`config.mk`:
```
export PLATFORM = sky130hd
export DESIGN_NAME = hdmi_capture_writer
export DESIGN_NICKNAME = d
export VERILOG_FILES = /design/src/rtl/hdmi_capture_writer.sv
export SDC_FILE = /design/constraint.sdc
export NUM_CORES = 1
export LEC_CHECK = 0
export BUFFER_PORTS_ARGS = -buffer_cell sky130_fd_sc_hd__buf_2
export CAP_MARGIN = 30
export CORE_UTILIZATION = 34
export CTS_CLUSTER_SIZE = 16
export DETAILED_ROUTE_END_ITERATION = 10
export HOLD_SLACK_MARGIN = 0.12
export PLACE_DENSITY = 0.58
export REMOVE_ABC_BUFFERS = 1
export SETUP_SLACK_MARGIN = 0.3
export SYNTH_ARGS = -nofsm -noshare
export SYNTH_HDL_FRONTEND = slang
export SYNTH_SLANG_ARGS = --single-unit
export TNS_END_PERCENT = 30
```
`constraint.sdc`:
```
create_clock -name clk_i -period 2.2 [get_ports clk_i]
set_input_delay 0.33 -clock clk_i [delete_from_list [all_inputs] [get_ports clk_i]]
set_output_delay 0.33 -clock clk_i [all_outputs]
set_load 0.005 [all_outputs]
```
`src/rtl/hdmi_capture_writer.sv`:
```
// Frame-aligned writer from the HDMI receiver 2-pixel stream into the framebuffer write FIFO.
// Latency: 1 cycle from accepted pixel_valid_i to fifo_wr_o; counters update 1 cycle after their event.
// No backpressure to the receiver: pairs arriving while the FIFO is full abort the frame until the next vsync.
// Optional input geometry measurement enabled by defining HDMI_CAPTURE_GEOMETRY_EN.
module hdmi_capture_writer #(
    parameter bit VSYNC_POL = 1'b1,
    parameter int CNT_W     = 16
) (
    input  logic             clk_i,
    input  logic             rst_n_i,
    input  logic             enable_i,
    input  logic             link_up_i,
    input  logic             vsync_i,
    input  logic             de_i,
    input  logic [47:0]      pixel_i,
    input  logic             pixel_valid_i,
    input  logic             fifo_full_i,
    output logic [48:0]      fifo_d_o,
    output logic             fifo_wr_o,
    output logic [CNT_W-1:0] frame_count_o,
    output logic [CNT_W-1:0] drop_count_o,
    output logic             overflow_o,
    output logic [11:0]      width_o,
    output logic [11:0]      height_o,
    output logic             geometry_valid_o
);

    typedef enum logic [2:0] {
        IDLE,
        SYNC,
        ARMED,
        CAPTURE,
        DROP
    } state_t;

    state_t state_q;
    state_t state_d;

    logic vsync_q;
    logic vs_edge;
    logic wr_d;
    logic sof_d;
    logic ovf_d;
    logic frame_inc;

    assign vs_edge = (vsync_i == VSYNC_POL) && (vsync_q != VSYNC_POL);

    // vsync_q resets to the active level so a design coming out of reset mid-vsync sees no edge
    always_ff @(posedge clk_i) begin
        if (!rst_n_i) begin
            vsync_q <= VSYNC_POL;
            state_q <= IDLE;
        end else begin
            vsync_q <= vsync_i;
            state_q <= state_d;
        end
    end

    always_comb begin
        state_d   = state_q;
        wr_d      = 1'b0;
        sof_d     = 1'b0;
        ovf_d     = 1'b0;
        frame_inc = 1'b0;
        if (!link_up_i) begin
            state_d = IDLE;
        end else begin
            case (state_q)
                IDLE: begin
                    if (enable_i) state_d = SYNC;
                end
                SYNC: begin
                    if (!enable_i)    state_d = IDLE;
                    else if (vs_edge) state_d = ARMED;
                end
                ARMED: begin
                    // a pair coinciding with the vsync edge belongs to neither frame
                    if (vs_edge) begin
                        if (!enable_i) state_d = IDLE;
                    end else if (pixel_valid_i) begin
                        if (!fifo_full_i) begin
                            wr_d    = 1'b1;
                            sof_d   = 1'b1;
                            state_d = CAPTURE;
                        end else begin
                            ovf_d   = 1'b1;
                            state_d = DROP;
                        end
                    end
                end
                CAPTURE: begin
                    if (vs_edge) begin
                        frame_inc = 1'b1;
                        state_d   = enable_i ? ARMED : IDLE;
                    end else if (pixel_valid_i) begin
                        if (!fifo_full_i) begin
                            wr_d = 1'b1;
                        end else begin
                            ovf_d   = 1'b1;
                            state_d = DROP;
                        end
                    end
                end
                DROP: begin
                    if (vs_edge) state_d = enable_i ? ARMED : IDLE;
                end
                default: state_d = IDLE;
            endcase
        end
    end

    always_ff @(posedge clk_i) begin
        if (!rst_n_i) begin
            fifo_d_o      <= '0;
            fifo_wr_o     <= 1'b0;
            overflow_o    <= 1'b0;
            frame_count_o <= '0;
            drop_count_o  <= '0;
        end else begin
            fifo_wr_o  <= wr_d;
            overflow_o <= ovf_d;
            if (wr_d)      fifo_d_o      <= {sof_d, pixel_i};
            if (frame_inc) frame_count_o <= frame_count_o + CNT_W'(1);
            if (ovf_d)     drop_count_o  <= drop_count_o + CNT_W'(1);
        end
    end

`ifdef HDMI_CAPTURE_GEOMETRY_EN
    logic        de_q;
    logic [11:0] pair_cnt;
    logic [11:0] line_w;
    logic [11:0] line_cnt;
    logic [12:0] pair_px;
    logic        counting;

    assign pair_px  = {pair_cnt, 1'b0};
    assign counting = (state_q == ARMED) || (state_q == CAPTURE) || (state_q == DROP);

    always_ff @(posedge clk_i) begin
        if (!rst_n_i) begin
            de_q             <= 1'b0;
            pair_cnt         <= '0;
            line_w           <= '0;
            line_cnt         <= '0;
            width_o          <= '0;
            height_o         <= '0;
            geometry_valid_o <= 1'b0;
        end else begin
            de_q <= de_i;
            if (vs_edge) begin
                pair_cnt <= '0;
                line_cnt <= '0;
                // only a frame that was written out in full publishes its geometry
                if (state_q == CAPTURE && link_up_i) begin
                    width_o          <= line_w;
                    height_o         <= line_cnt;
                    geometry_valid_o <= 1'b1;
                end
            end else if (de_q && !de_i) begin
                line_w   <= pair_px[12] ? 12'hFFF : pair_px[11:0];
                line_cnt <= (line_cnt == 12'hFFF) ? line_cnt : line_cnt + 12'd1;
                pair_cnt <= '0;
            end else if (de_i && pixel_valid_i && counting && pair_cnt != 12'hFFF) begin
                pair_cnt <= pair_cnt + 12'd1;
            end
            if (!link_up_i) geometry_valid_o <= 1'b0;
        end
    end
`else
    logic geom_unused;
    assign geom_unused      = de_i;
    assign width_o          = '0;
    assign height_o         = '0;
    assign geometry_valid_o = 1'b0;
`endif

endmodule

```
## Word level (Yosys, flattened, before mapping)

Index checks and enable logic that the tools add are counted.

- Register bits: 87
- Output and inout port bits: 108

- Add/subtract/negate cells: 2
- Equal/unequal tests: 11
- Multiplexer cells: 28
- Bitwise gates (word level): 1
- Reductions and logical operators: 5

Operators with widths:

| cell | number |
|---|---|
| two-way mux 3 bit | 11 |
| adder 16 x 1 -> 16 bit (second input constant) | 2 |
| two-way mux 1 bit | 15 |
| inequality test 3 bit (second input constant) | 5 |
| one-hot mux 3 bit (5 select lines) | 1 |
| AND reduction 7 bit | 1 |
| == test 3 x 2 -> 1 bit (second input constant) | 2 |
| inequality test 2 bit (second input constant) | 2 |
| == test 3 x 1 -> 1 bit (second input constant) | 1 |
| == test 3 bit (second input constant) | 1 |
| zero test 3 bit | 1 |
| two-way mux 2 bit | 1 |
| AND reduction 2 bit | 1 |
| OR reduction 2 bit | 1 |
| logical AND 1 bit | 1 |
| NOT 1 bit | 1 |

## Depth between registers and ports, before layout

- Depth in word-level cells: 5
- Depth in mapped cells: 9

## Worst setup path after synthesis

No wires, ideal clock.

- Path kind: register -> register
- Start point: register state_q[2]
- End point: register drop_count_o[13]
- Setup time: 0.070 ns
- Arrival: 1.914 ns
- Required time: 2.130 ns
- Slack: 0.216 ns
- Stages on the path, launching flop included: 8
- Clock period less this slack: 1.984 ns
- Cells stage by stage: dfxtp_1 > buf_6 > nand2b_4 > buf_6 > or4_1 > clkbuf_2 > or4_1 > a21oi_1

- Word-level cells in the longest chain between the ends: 4
- Elaborated cells on any way between the ends: 5

RTL lines:

| item | RTL line | source |
|---|---|---|
| from (decl) | 36 | `state_t state_q;` |
| from (signal assigned) | 55 | `state_q <= state_d;` |
| == test 3 x 2 -> 1 bit | 68 | `case (state_q)` |
| OR reduction 2 bit (no line) (*) | - |  |
| two-way mux 1 bit (*) | - |  |
| two-way mux 1 bit (*) | 65 | `if (!link_up_i) begin` |
| to (signal assigned) | 124 | `if (ovf_d) drop_count_o <= drop_count_o + CNT_W'(1);` |
| to (decl) | 21 | `output logic [CNT_W-1:0] drop_count_o,` |

Mark *: on every way between the ends. The rest lies on a longest branch, timed or not.
A chain may end at the register's enable or synchronous reset.

## Worst setup path in the final report

- Start point: register drop_count_o[6]
- End point: register drop_count_o[13]

- Word-level cells in the longest chain between the ends: 1

RTL lines:

| item | RTL line |
|---|---|
| adder 16 x 1 -> 16 bit | 124 |

No other way between the ends.

==> impl_metrics.yaml <==
timing:
  hold_viol_final: 0
  slew_headroom_pct: 53.1
  holdWs_ns: 0.217
  post-route-period-util_pct: 84.1
  max_clock_freq_mhz: 540
  slew_violations: 0
  grt_setup_unrepaired: "true"
  layout_setup_ws_ns: 0.349
  clock-skew-final_ns: 0.00547
  tightestPinTransition_ns: 0.702
  min_period_ns: 1.85
  setup-violations-final: 0
power_and_ir_drop:
  ir_drop_mv: 0.302
  power.density_nw_per_um2: 560
  leakage_nw: 1.97
  power.total_mw: 2.66
layout:
  antenna-diode-count: 0
  drive_gt1_share_pct: 30.6
  nets: 653
  fin_area_um2: 4750
  syn_to_final_growth_pct: 26.8
  fin_util_pct: 45.2
route:
  wl_per_cell_um: 12.9
  drt_iter0_drc: 132
  finalWirelength_um: 9480
  first_pass_iters: 4
  drcViolationCount: 0
  viasPerCell: 4.92
  vias: 3617
  ant_nets: 0
placement:
  gp_congestion: 0.790
  numPortBuffers: 137
  dp_slack_ns: 0.149
  hpwl_um: 6530
  placed_cell_area_um2: 4510
clock_tree:
  cts_root_buffer: "clkbuf_8"
  h-tree-depth: 3
  worst_skew_pair.late_latency_ns: 0.33
  clk_path_buf_depth: 2
  cts.sinks: 87
  cts_tree: "built"
  numCtsBuffers: 9
  clkSlewWorstSetupHoldPaths_ns: 0.08
synthesis:
  ys_seq_area_share_pct: 46.4
  synth_top_area_share_pct: 46.4
  synth_edf_count: 0
  async_flop_share_pct: 0
  ys_warn_count: 0
  postSynthAreaPerCell_um2: 8.15
  synth_area_um2: 3750
  ys_seq_elements: 87
  synth_area_leaders: "dfxtp_1 (46%), nand2_1 (11%), a21oi_1 (9.5%)"
  syn-instance-count: 460
  yosys.cell_types.count: 43
  yosys_most_used_dff: "dfxtp_1"
  synth_area_leader_cell: "dfxtp_1"
critical_path:
  regToRegStartpoint: "drop_count_o[6]$_SDFFE_PN0P_"
  endpoint_kind: "flop"
  crit_fanout: 8
  cp.arrival_ns: 2.11
  crit_type: "flop to flop"
  cp-start-kind: "flop"
  critPathRequiredTime_ns: 2.46
  crit_path_start: "drop_count_o[6]$_SDFFE_PN0P_"
grt:
  grt_pass1_wl_um: 14900
  grt_usage_pct: 16.1
  grt_overflow: 0
  antenna_found_initial: 0
  first_global_vias: 3192
  grt_max_degree: 51
floorplan:
  core_area_um2: 10500
  io_pins: 164
  start_util_pct: 35.7
  fp.dieW_um: 107
  fp.dieH_um: 107
  die_area_um2: 11500
  rows: 37
outcome:
  outcome: "completed"
min_path:
  worstHoldStart: "rst_n_i"
  min_path_type: "input pin to flop"
job:
  max_cap_viol_count: 0
-- metal layers --
layer | up-vias | routed length [um] | track usage, %
met5 | - | 0 | 0
met4 | 0 | 34 | 4.21
met3 | 6 | 592 | 4.68
met2 | 132 | 4470 | 27.2
met1 | 1665 | 4390 | 19.9
li1 | 1814 | - | -
-- Yosys cell counts, drive strengths merged, types with 2 or more instances --
library cell and instances:
o31ai 13, mux2i 2, buf 30, clkbuf 26, a211oi 2, nor4 3, or4b 2, a21oi 71
nor3 5, or3 6, inv 6, nand2 110, or4 17, and3 2, nand4 7, xnor2 6
and4 4, nor4b 2, nand3 11, nor2 16, o41ai 2, xor2 4, nor2b 2, ha 2
dfxtp 87, nand2b 5, o21ai 6
-- registers in the layout, indices dropped and copies added, names as in the netlist --
register,count
frame_count_o,16
vsync_q,1
drop_count_o,16
fifo_wr_o,1
overflow_o,1
fifo_d_o,49
state_q,3
-- power by group --
| part | leakage [nW] | internal, mW | switching (mW) |
|---|---|---|---|
| sequential | 0.702 | 1.58 | 0.00239 |
| combinational | 1.20 | 0.0574 | 0.0796 |
| clock | 0.0764 | 0.407 | 0.541 |
-- what timing repair did --
| item | CTS | global route |
|---|---|---|
| hold buffers | 0 | 0 |
| setup buffers | 0 | 5 |
| resized for setup | 1 | 8 |
| endpoints found under the setup margin | 8 | 23 |
| pin swaps | 0 | 4 |
| cloned | 0 | 1 |
-- layout make-up --
type	count	area, um2
clock buffers	12	135
clock inverters	3	21.3
fillers	1087	5750
inverters	6	22.5
multi-input cells	335	1760
flip-flops and latches	87	1750
well taps	136	170
repair buffers	156	896
-- path summary, 6_finish.rpt --
check	slack, ns	end	cells past startpoint
setup reg to reg	0.35	drop_count_o[13]$_SDFFE_PN0P_	5
hold reg to reg	0.45	fifo_d_o[9]$_SDFFE_PN0P_	2
setup / recovery	0.35	drop_count_o[13]$_SDFFE_PN0P_	5
hold / removal	0.22	vsync_q$_SDFF_PN1_	2
-- through the flow --
stage | setup TNS [ns] | std cells
finish | 0 | 735
floorplan | -112.76 | 428
CTS | 0 | 729
global placement | 0 | 714
detailed placement | 0 | 714
global route | 0 | 735
-- critical path, cell delays in order (launching register included) --
cell,delay [ns]
dfxtp_2,0.35
nand4_1,0.08
or4_4,0.57
buf_12,0.16
or4_1,0.49
a21oi_1,0.14
-- cell families (layout without fill, tap and decap cells) --
logic type                 after synthesis  in the layout  synth area share, %
AOI/OAI and AO/OA                      101            101                 15.3
xor gates and xnor gates                10             10                 2.33
adders and majority gates                2              2                0.667
buffers and inverters                   62            177                 9.37
DFF                                     87             87                 46.4
muxes                                    2              2                0.534
other                                    1             25                0.100
and+or+nand+nor                        195            195                 25.2
-- cells in the final DEF, fill, tap and decap left out, drive strengths merged, types with 4 or more instances in the layout --
master	Yosys	routed
xor2	4	4
nand3	11	11
or4	17	17
o21ai	6	6
nor2	16	16
conb	1	25
nand4	7	7
buf	30	155
and4	4	4
inv	6	6
nand2b	5	5
clkbuf	26	13
dfxtp	87	87
o31ai	13	13
xnor2	6	6
or3	6	6
a21oi	71	71
nand2	110	110
nor3	5	5
Power figures use the tool's default switching activity.
